<file path="src/rtl/move_ctrl_pkg.sv">
// Shared types for move_ctrl: player state, move direction and active-low key bit positions.
package move_ctrl_pkg;

   typedef enum logic [1:0] {ST_IDLE, ST_MOVE, ST_FAST} state_t;
   typedef enum logic [1:0] {DIR_PX, DIR_PY, DIR_NY, DIR_NX} dir_t;

   localparam int KEY_PX = 0;
   localparam int KEY_PY = 1;
   localparam int KEY_NY = 2;
   localparam int KEY_NX = 3;

   // Keys are active low: a valid press is exactly one bit at 0.
   function automatic logic key_valid(input logic [3:0] k);
      return ($countones(~k) == 1);
   endfunction

   function automatic dir_t key_dir(input logic [3:0] k);
      if (!k[KEY_PX]) return DIR_PX;
      if (!k[KEY_PY]) return DIR_PY;
      if (!k[KEY_NY]) return DIR_NY;
      return DIR_NX;
   endfunction

endpackage

</file>
<file path="src/rtl/move_ctrl_player.sv">
// One player: IDLE/MOVE(/FAST) FSM, hold counter, step and per-axis saturation.
// FAST state and hold counter exist only when MOVE_CTRL_ACCEL_EN is defined.
module move_ctrl_player
   import move_ctrl_pkg::*;
#(
   parameter int COORD_W    = 11,
   parameter int HOLD_TICKS = 8,
   parameter int FAST_STEP  = 2,
   parameter int X_MIN      = 0,
   parameter int X_MAX      = 799,
   parameter int Y_MIN      = 0,
   parameter int Y_MAX      = 599,
   parameter logic [COORD_W-1:0] X0 = '0,
   parameter logic [COORD_W-1:0] Y0 = '0
) (
   input  logic               clk,
   input  logic               reset_n,
   input  logic               tick,
   input  logic [3:0]         key,
   output logic [COORD_W-1:0] x,
   output logic [COORD_W-1:0] y,
   output logic               moving,
   output logic               fast
);

   localparam logic signed [COORD_W:0] XL = (COORD_W+1)'(X_MIN);
   localparam logic signed [COORD_W:0] XH = (COORD_W+1)'(X_MAX);
   localparam logic signed [COORD_W:0] YL = (COORD_W+1)'(Y_MIN);
   localparam logic signed [COORD_W:0] YH = (COORD_W+1)'(Y_MAX);

   state_t                   state_reg, state_next;
   dir_t                     dir_reg, dir_next;
   logic                     key_ok;
   logic signed [COORD_W:0]  step, dx, dy, x_wide, y_wide;
   logic [COORD_W-1:0]       x_reg, y_reg, x_next, y_next;

   function automatic logic [COORD_W-1:0] clamp(input logic signed [COORD_W:0] v,
                                                input logic signed [COORD_W:0] lo,
                                                input logic signed [COORD_W:0] hi);
      if (v < lo) return lo[COORD_W-1:0];
      if (v > hi) return hi[COORD_W-1:0];
      return v[COORD_W-1:0];
   endfunction

`ifdef MOVE_CTRL_ACCEL_EN
   localparam int HW = (HOLD_TICKS < 1) ? 1 : $clog2(HOLD_TICKS + 1);
   localparam logic [HW-1:0] HT = HW'(HOLD_TICKS);
   logic [HW-1:0] hold_reg, hold_next;
`else
   localparam int unused_cfg = HOLD_TICKS + FAST_STEP;
`endif

   always_comb begin
      key_ok   = key_valid(key);
      dir_next = key_dir(key);
      step     = (COORD_W+1)'(1);
`ifdef MOVE_CTRL_ACCEL_EN
      // Step follows the state held before this tick, not the one being entered.
      if (state_reg == ST_FAST) step = (COORD_W+1)'(FAST_STEP);
`endif
      dx = '0;
      dy = '0;
      if (key_ok) begin
         case (dir_next)
            DIR_PX:  dx = step;
            DIR_NX:  dx = -step;
            DIR_PY:  dy = step;
            default: dy = -step;
         endcase
      end
      x_wide = $signed({x_reg[COORD_W-1], x_reg}) + dx;
      y_wide = $signed({y_reg[COORD_W-1], y_reg}) + dy;
      x_next = clamp(x_wide, XL, XH);
      y_next = clamp(y_wide, YL, YH);
`ifdef MOVE_CTRL_ACCEL_EN
      hold_next  = '0;
      state_next = ST_IDLE;
      if (key_ok) begin
         // The tick that starts a direction counts as its first held tick.
         if (state_reg != ST_IDLE && dir_next == dir_reg)
            hold_next = (hold_reg >= HT) ? hold_reg : hold_reg + 1'b1;
         else
            hold_next = HW'(1);
         state_next = (hold_next >= HT) ? ST_FAST : ST_MOVE;
      end
`else
      state_next = key_ok ? ST_MOVE : ST_IDLE;
`endif
   end

   always_ff @(posedge clk or negedge reset_n) begin
      if (!reset_n) begin
         state_reg <= ST_IDLE;
         dir_reg   <= DIR_PX;
         x_reg     <= X0;
         y_reg     <= Y0;
`ifdef MOVE_CTRL_ACCEL_EN
         hold_reg  <= '0;
`endif
      end else if (tick) begin
         state_reg <= state_next;
         dir_reg   <= dir_next;
         x_reg     <= x_next;
         y_reg     <= y_next;
`ifdef MOVE_CTRL_ACCEL_EN
         hold_reg  <= hold_next;
`endif
      end
   end

   assign x      = x_reg;
   assign y      = y_reg;
   assign moving = (state_reg != ST_IDLE);
`ifdef MOVE_CTRL_ACCEL_EN
   assign fast   = (state_reg == ST_FAST);
`else
   assign fast   = 1'b0;
`endif

endmodule

</file>
<file path="src/rtl/move_ctrl.sv">
// Frame-paced movement controller: window flag, EOF frame divider and update tick
// shared by NB_PLAYERS independent players. Acceleration is enabled by MOVE_CTRL_ACCEL_EN.
module move_ctrl
   import move_ctrl_pkg::*;
#(
   parameter int NB_PLAYERS = 2,
   parameter int COORD_W    = 11,
   parameter int SPEED_DIV  = 4,
   parameter int HOLD_TICKS = 8,
   parameter int FAST_STEP  = 2,
   parameter int X_MIN      = 0,
   parameter int X_MAX      = 799,
   parameter int Y_MIN      = 0,
   parameter int Y_MAX      = 599,
   parameter logic [NB_PLAYERS*COORD_W-1:0] START_X = {11'd700, 11'd100},
   parameter logic [NB_PLAYERS*COORD_W-1:0] START_Y = {11'd300, 11'd300}
) (
   input  logic                          clk,
   input  logic                          reset_n,
   input  logic                          SOF,
   input  logic                          EOF,
   input  logic [4*NB_PLAYERS-1:0]       key,
   output logic [COORD_W*NB_PLAYERS-1:0] center_x,
   output logic [COORD_W*NB_PLAYERS-1:0] center_y,
   output logic [NB_PLAYERS-1:0]         moving,
   output logic [NB_PLAYERS-1:0]         fast,
   output logic                          tick
);

   localparam int CW = (SPEED_DIV > 1) ? $clog2(SPEED_DIV) : 1;
   localparam logic [CW-1:0] LAST = CW'(SPEED_DIV - 1);

   logic          window_reg;
   logic          pend_reg;
   logic [CW-1:0] frame_cnt_reg;

   always_ff @(posedge clk or negedge reset_n) begin
      if (!reset_n) begin
         window_reg    <= 1'b1;
         pend_reg      <= 1'b0;
         frame_cnt_reg <= '0;
      end else begin
         if (EOF)
            window_reg <= 1'b0;
         else if (SOF)
            window_reg <= 1'b1;
         pend_reg <= EOF && (frame_cnt_reg == LAST);
         if (EOF)
            frame_cnt_reg <= (frame_cnt_reg == LAST) ? '0 : frame_cnt_reg + 1'b1;
      end
   end

   // A SOF arriving on the update cycle closes the window and drops this frame's update.
   assign tick = pend_reg && !window_reg && !SOF;

   for (genvar gi = 0; gi < NB_PLAYERS; gi++) begin : g_player
      move_ctrl_player #(
         .COORD_W    (COORD_W),
         .HOLD_TICKS (HOLD_TICKS),
         .FAST_STEP  (FAST_STEP),
         .X_MIN      (X_MIN),
         .X_MAX      (X_MAX),
         .Y_MIN      (Y_MIN),
         .Y_MAX      (Y_MAX),
         .X0         (START_X[gi*COORD_W +: COORD_W]),
         .Y0         (START_Y[gi*COORD_W +: COORD_W])
      ) u_player (
         .clk     (clk),
         .reset_n (reset_n),
         .tick    (tick),
         .key     (key[gi*4 +: 4]),
         .x       (center_x[gi*COORD_W +: COORD_W]),
         .y       (center_y[gi*COORD_W +: COORD_W]),
         .moving  (moving[gi]),
         .fast    (fast[gi])
      );
   end

endmodule

</file>
<file path="config.mk">
export PLATFORM = sky130hd
export DESIGN_NAME = move_ctrl
export DESIGN_NICKNAME = d
export VERILOG_FILES = /design/src/rtl/move_ctrl_pkg.sv /design/src/rtl/move_ctrl_player.sv /design/src/rtl/move_ctrl.sv
export SDC_FILE = /design/constraint.sdc
export NUM_CORES = 1
export LEC_CHECK = 0
export CAP_MARGIN = 25
export CORE_ASPECT_RATIO = 1.2
export CORE_MARGIN = 2
export CORE_UTILIZATION = 29
export DETAILED_ROUTE_END_ITERATION = 8
export MAX_ROUTING_LAYER = met4
export PLACE_DENSITY = 0.44
export RECOVER_POWER = 25
export SYNTH_ARGS = -nofsm -noshare
export SYNTH_HDL_FRONTEND = slang
export SYNTH_SLANG_ARGS = --single-unit
</file>
<file path="constraint.sdc">
create_clock -name clk -period 5.3 [get_ports clk]
set_clock_uncertainty 0.1 [all_clocks]
set_input_delay 0.53 -clock clk [delete_from_list [all_inputs] [get_ports clk]]
set_output_delay 0.53 -clock clk [all_outputs]
set_load 0.05 [all_outputs]
</file>
== Word level (Yosys, flattened, before mapping) ==
Cells that the tools add are included.
Storage, ports and cells
  register bits after elaboration: 52
  bits in latches: 0
  RAM bits: 0
  ROM bits: 0
  input bits: 12
  output and inout bits: 49
  memories: 0
Cells by class
  add/subtract/negate cells: 11
  multiply operators: 0
  divide/modulo/power cells: 0
  magnitude comparators: 8
  equality and inequality tests: 7
  shift operators: 0
  mux-type cells: 63
  bitwise gates (word level): 2
  reduce and logical (&&, ||, !) cells: 12
Operator list (count)
  two-way mux 11 bit: 16
  case mux 12 bit (2 select lines): 4
  adder 32 bit: 2
  equality test 32 x 2 -> 1 bit (second input constant): 2
  adder 11 x 12 -> 12 bit: 4
  greater-than comparator 12 x 11 -> 1 bit (second input constant): 4
  less-than comparator 12 x 1 -> 1 bit (second input constant): 4
  two-way mux 12 bit: 4
  two-way mux 1 bit: 26
  two-way mux 2 bit: 13
  adder 1 x 1 -> 2 bit: 4
  NOT 4 bit: 2
  equality test 2 bit (second input constant): 3
  nonzero test 2 bit: 3
  equality test 2 x 1 -> 1 bit (second input constant): 2
  logical NOT 2 bit: 2
  OR reduction 2 bit: 2
  logical AND 1 bit: 3
  adder 2 x 1 -> 2 bit (second input constant): 1
  logical NOT 1 bit: 2

== Logic depth before layout (Yosys ltp) ==
  word-level depth: 17
  depth in mapped cells: 17

== Cells and area by module ==
Synthesis repeated with hierarchy kept, for this count alone.
Second synthesis, totals
  cell total of the unflattened synthesis: 505
  area, all modules: 4604.4 µm²
By module, submodules not included
  move_ctrl_player at g_player[0].u_player: times used 1, cells an instance 246, area each 2229.6 µm², sequential area each 584.3 µm²
  move_ctrl_player at g_player[1].u_player: times used 1, cells an instance 247, area each 2208.4 µm², sequential area each 588.1 µm²
  move_ctrl: times used 1, cells an instance 12, area each 166.4 µm², sequential area each 101.3 µm²

== Worst setup path after synthesis ==
Ideal clock, no wire load.
  path kind: input to register
  from: input key[2]
  to: register g_player[0].u_player.x_reg[7]
  arrival: 3.847 ns
  setup slack: 1.232 ns
  stages on the path: 16
  buffers on the path: 0
  cells stage by stage: inv_1 -> ha_1 -> ha_1 -> fa_1 -> nor2_1 -> and2_1 -> nand2_1 -> inv_1 -> ha_1 -> and2_1 -> a32o_2 -> o21a_4 -> o311ai_4 -> and3b_4 -> and3b_1 -> a22o_1
Between the ends
  word-level cells in the longest chain between the ends: 15
Ends and longest elaborated chain
  start, declared: RTL line move_ctrl.sv:22  | input logic [4*NB_PLAYERS-1:0] key,
  branches (longest 8 deep; another with adder 32 bit)
  two-way mux 12 bit (*): RTL line move_ctrl_player.sv:63  | if (key_ok) begin
  adder 11 x 12 -> 12 bit (*): RTL line move_ctrl_player.sv:71  | x_wide = $signed({x_reg[COORD_W-1], x_reg}) + dx;
  greater-than comparator 12 x 11 -> 1 bit: RTL line move_ctrl_player.sv:41  | if (v > hi) return hi[COORD_W-1:0];
  two-way mux 1 bit (2 in a row): RTL line move_ctrl_player.sv:41
  two-way mux 11 bit: RTL line move_ctrl_player.sv:42  | return v[COORD_W-1:0];
  two-way mux 11 bit (*): RTL line move_ctrl_player.sv:41
  end signal, assigned: RTL line move_ctrl_player.sv:103  | x_reg <= x_next;
  end, declared: RTL line move_ctrl_player.sv:35  | logic [COORD_W-1:0] x_reg, y_reg, x_next, y_next;
Mark *: on every way between the ends. The select of a mux whose other input is x is not followed.
A chain may end at the register's enable or synchronous reset.

== Worst setup path after layout ==
  from: input key[4]
  to: register g_player[1].u_player.x_reg[3]
Between the ends
  word-level cells in the longest chain between the ends: 11
Ends and longest elaborated chain
  NOT 4 bit: RTL line move_ctrl_pkg.sv:14  | return ($countones(~k) == 1);
  adder 1 x 1 -> 2 bit (not written as such): RTL line move_ctrl_pkg.sv:14
  adder 32 bit (not written as such): RTL line move_ctrl_pkg.sv:14
  equality test 32 x 2 -> 1 bit: RTL line move_ctrl_pkg.sv:14
  two-way mux 12 bit (*): RTL line move_ctrl_player.sv:63
  adder 11 x 12 -> 12 bit (*): RTL line move_ctrl_player.sv:71
  greater-than comparator 12 x 11 -> 1 bit: RTL line move_ctrl_player.sv:41
  two-way mux 1 bit (2 in a row): RTL line move_ctrl_player.sv:41
  two-way mux 11 bit: RTL line move_ctrl_player.sv:42
  two-way mux 11 bit (*): RTL line move_ctrl_player.sv:41
  end signal, assigned: RTL line move_ctrl_player.sv:103
  end, declared: RTL line move_ctrl_player.sv:35
Mark *: on every way between the ends. The rest lies on a longest branch, timed or not. The select of a mux whose other input is x is not followed.

==> results.json <==
{
  "outcome": "complete, but fails checks",
  "violations": "capacitance limit, slew limit",
  "synth_xor_area_frac": 0.04101,
  "pre_cts_slack_ps": 246.2,
  "num_vias": 4149,
  "clock_path_buffers": 2,
  "postRouteAntennaNets": 0,
  "first_global_vias": 4170,
  "ir_drop_v": 0.0001582,
  "route.met2.wl_um": 5904,
  "synth_cells": 526,
  "drive_above_1_share": 0.09881,
  "ctsHoldBuffers": 0,
  "yosysUniqueCellTypes": 76,
  "end_kind": "register",
  "final.period_utilization": 0.8922,
  "ys_ff_latch": 50,
  "clk_pin_slew_ps": 70,
  "cp_max_fo": 7,
  "rr_worst_depth": 9,
  "syn_to_final_growth_pct": 20.67,
  "switching_share": 0.4514,
  "dr.pass1.iters": 4,
  "stdcell_count": 795,
  "wl_met3_um": 392,
  "pwr-share-clk": 0.180,
  "max_freq_mhz": 211.5,
  "synth_top_family_by_area": "compound AO/OA/AOI/OAI gates",
  "cp.required_ps": 5420,
  "htreeDepth": 2,
  "grt_first_pass_wirelength_um": 20400,
  "met1_length_um": 5366,
  "critPathMaxStageDelay_ps": 480,
  "layout.nets": 661,
  "worstPathArrival_ps": 4850,
  "vias_per_cell": 5.219,
  "worstHoldStart": "g_player[1].u_player.x[9]",
  "wl_per_cell_um": 14.83,
  "pwr-share-comb": 0.526,
  "synth_area_leaders": "dfrtp_1 (17%), ha_1 (15%), dfstp_2 (10%), a21oi_1 (5.4%), nand2_1 (4.2%)",
  "maxCapViolCount": 1,
  "cts_sinks": 50,
  "synth-simple-area-share": 0.1768,
  "muxShareOfSynthArea": 0.009055,
  "num_io_pins": 61,
  "switchingPower_uw": 854.7,
  "syn_avg_cell_area_um2": 8.932,
  "clock-root-buffer": "clkbuf_16",
  "antenna_found_initial": 0,
  "dp_hpwl_um": 9210,
  "finalMaxSlewViolations": 51,
  "grt-ovfl-total": 0,
  "yosysSeqAreaShare": 0.2711,
  "cp_slowest_cell": "clkdlybuf4s50_1",
  "critical_path.startpoint": "key[4]",
  "start_util": 0.2992,
  "gp_congestion": 0.8388,
  "grt_max_degree": 51,
  "rows": 50,
  "final_cell_mix": "ha_1 (57), clkdlybuf4s50_1 (57), nand2_1 (52), a21oi_1 (51), inv_1 (35)",
  "synth-edff-count": 0,
  "syn_area_um2": 4698,
  "cp-start-kind": "input port",
  "slew_headroom": -0.9360,
  "synthAdderAreaFrac": 0.1774,
  "sequentialPowerShare": 0.294,
  "fin_tns_setup_ps": 0,
  "clk_latency_ps": 300,
  "post-cts-setup-buffer-count": 0,
  "worstMarginPinSlew_ps": 2904,
  "crit_chain": "clkdlybuf4s50_1 -> inv_1 -> ha_1 -> ha_1 -> fa_1 -> nor2_1 -> and2_1 -> nand2_1 -> inv_1 -> ha_1 -> a21oi_1 -> a31oi_1 -> o41ai_2 -> a21boi_1 -> o2111ai_1 -> a32oi_1",
  "synthArstFlopShare": 1.000,
  "cts_tree": "built",
  "drc": 0,
  "power.leakage_nw": 2.498,
  "worstSetupPathType": "in -> reg",
  "synth_compound_area_frac": 0.2823,
  "coreArea_um2": 15700,
  "rr_startpoint": "g_player[1].u_player.x[0]",
  "p_int_mw": 1.039,
  "yosys.area.top_type": "dfrtp_1",
  "rsz0062_at_grt": "false",
  "fp.dieArea_um2": 17240,
  "topRoutingLayerUsed": "met4",
  "critPathMostFrequentCell": "ha_1",
  "cts_resized": 0,
  "setup_violations": 0,
  "min_path_type": "reg -> reg",
  "utilization": 0.3610,
  "synth_ff_type": "dfrtp_1",
  "worst_slack_ps": 571.3,
  "yosysWarningCount": 0,
  "dieHeight_um": 143.4,
  "min_path_cells": 2,
  "finalHoldViolations": 0,
  "finalCriticalPeriod_ps": 4729,
  "grt_usage": 0.1487,
  "port_buffers": 58,
  "placed_cells": 787,
  "powerDensity_nw_per_um2": 334.0,
  "fillCellCount": 1620,
  "die_w_um": 120.2,
  "drtIter0Drc": 226,
  "drt_wl_total_um": 11790,
  "synth_top_area_share": 0.1704,
  "cts_buffers": 5,
  "antennaDiodeCount": 0
}
==> layer usage <==
| layer | vias to the layer above | GRT usage |
|---|---|---|
| met2 | 70 | 0.2581 |
| met5 | - | - |
| met1 | 1997 | 0.1796 |
| met3 | 7 | 0.02460 |
| met4 | 0 | 0.03715 |
| li1 | 2075 | - |
==> area by class of cell <==
| cell class | count | area, um2 | area share |
|---|---|---|---|
| well taps | 208 | 260.3 | 0.04591 |
| clock inverters | 2 | 12.51 | 0.002207 |
| repair buffers | 63 | 609.3 | 0.1075 |
| clock buffers | 6 | 138.9 | 0.02450 |
| flip-flops and latches | 50 | 1274 | 0.2247 |
| inverters | 37 | 138.9 | 0.02450 |
| multi-input cells | 429 | 3236 | 0.5707 |
==> stage by stage <==
| step | power (mW) | cell area (um2) | hold WS (ps) |
|---|---|---|---|
| after floorplan | 1.283 | 4702 | 134.4 |
| after global placement | 1.563 | 5522 | 365.5 |
| after detailed placement | 1.568 | 5522 | 376.7 |
| after CTS | 1.924 | 5673 | 286.0 |
| after global routing | 2.038 | 5669 | 407.6 |
| final | 1.893 | 5669 | 382.7 |
==> Yosys cell counts (4+ instances only) <==
library cell / count
o211ai_1: 4
a32oi_1: 7
nor3_1: 12
o31ai_1: 5
fa_1: 6
nand2b_1: 11
or3_1: 6
dfstp_2: 18
nor2_1: 30
inv_1: 35
a21oi_1: 51
a32o_1: 9
dfrtp_1: 32
o21ai_1: 13
nand2_1: 53
nand4_1: 5
a21o_1: 7
xor2_1: 6
o21ai_0: 16
o2111ai_1: 5
nor2b_1: 7
a22o_1: 5
and3_1: 8
and2_1: 8
xnor2_1: 16
buf_4: 4
o21a_1: 7
nand3_1: 5
clkbuf_1: 6
ha_1: 57
a211oi_1: 4
a31oi_1: 5
==> kinds of logic after synthesis <==
| kind of cell | Yosys count |
|---|---|
| adder cells (fa/ha/maj) | 63 |
| AO/OA/AOI/OAI | 175 |
| XOR/XNOR | 22 |
| other | 1 |
| buffers and inverters | 48 |
| multiplexers | 4 |
| AND/OR/NAND/NOR | 163 |
| flip-flops | 50 |
==> path summary, 6_finish.rpt <==
path	endpoint	slack [ps]
hold reg to reg	g_player[1].u_player.x[9]	380
hold / removal	g_player[1].u_player.x[9]	380
max in group asynchronous	g_player[0].u_player.y[4]	2300
setup reg to reg	g_player[1].u_player.x[3]	2390
setup / recovery	g_player[1].u_player.x[3]	570
min in group asynchronous	g_player[0].u_player.y[7]	1170
==> power by group through the flow <==
stage          Sequential [mW]  Clock, mW  Combinational (mW)
2_1_floorplan            0.770          0               0.513
3_3_place_gp             0.568          0               0.995
3_5_place_dp             0.568          0                1.00
4_1_cts                  0.562      0.359                1.00
5_1_grt                  0.572      0.378                1.09
6_report                 0.557      0.341               0.995
==> critical path: cells and delay by family <==
kind,cells,cell delay [ps]
buffers and inverters,3,790
adder cells (fa/ha/maj),4,1280
AND/OR/NAND/NOR,3,440
AO/OA/AOI/OAI,6,1820
Power figures use the tool's default switching activity.
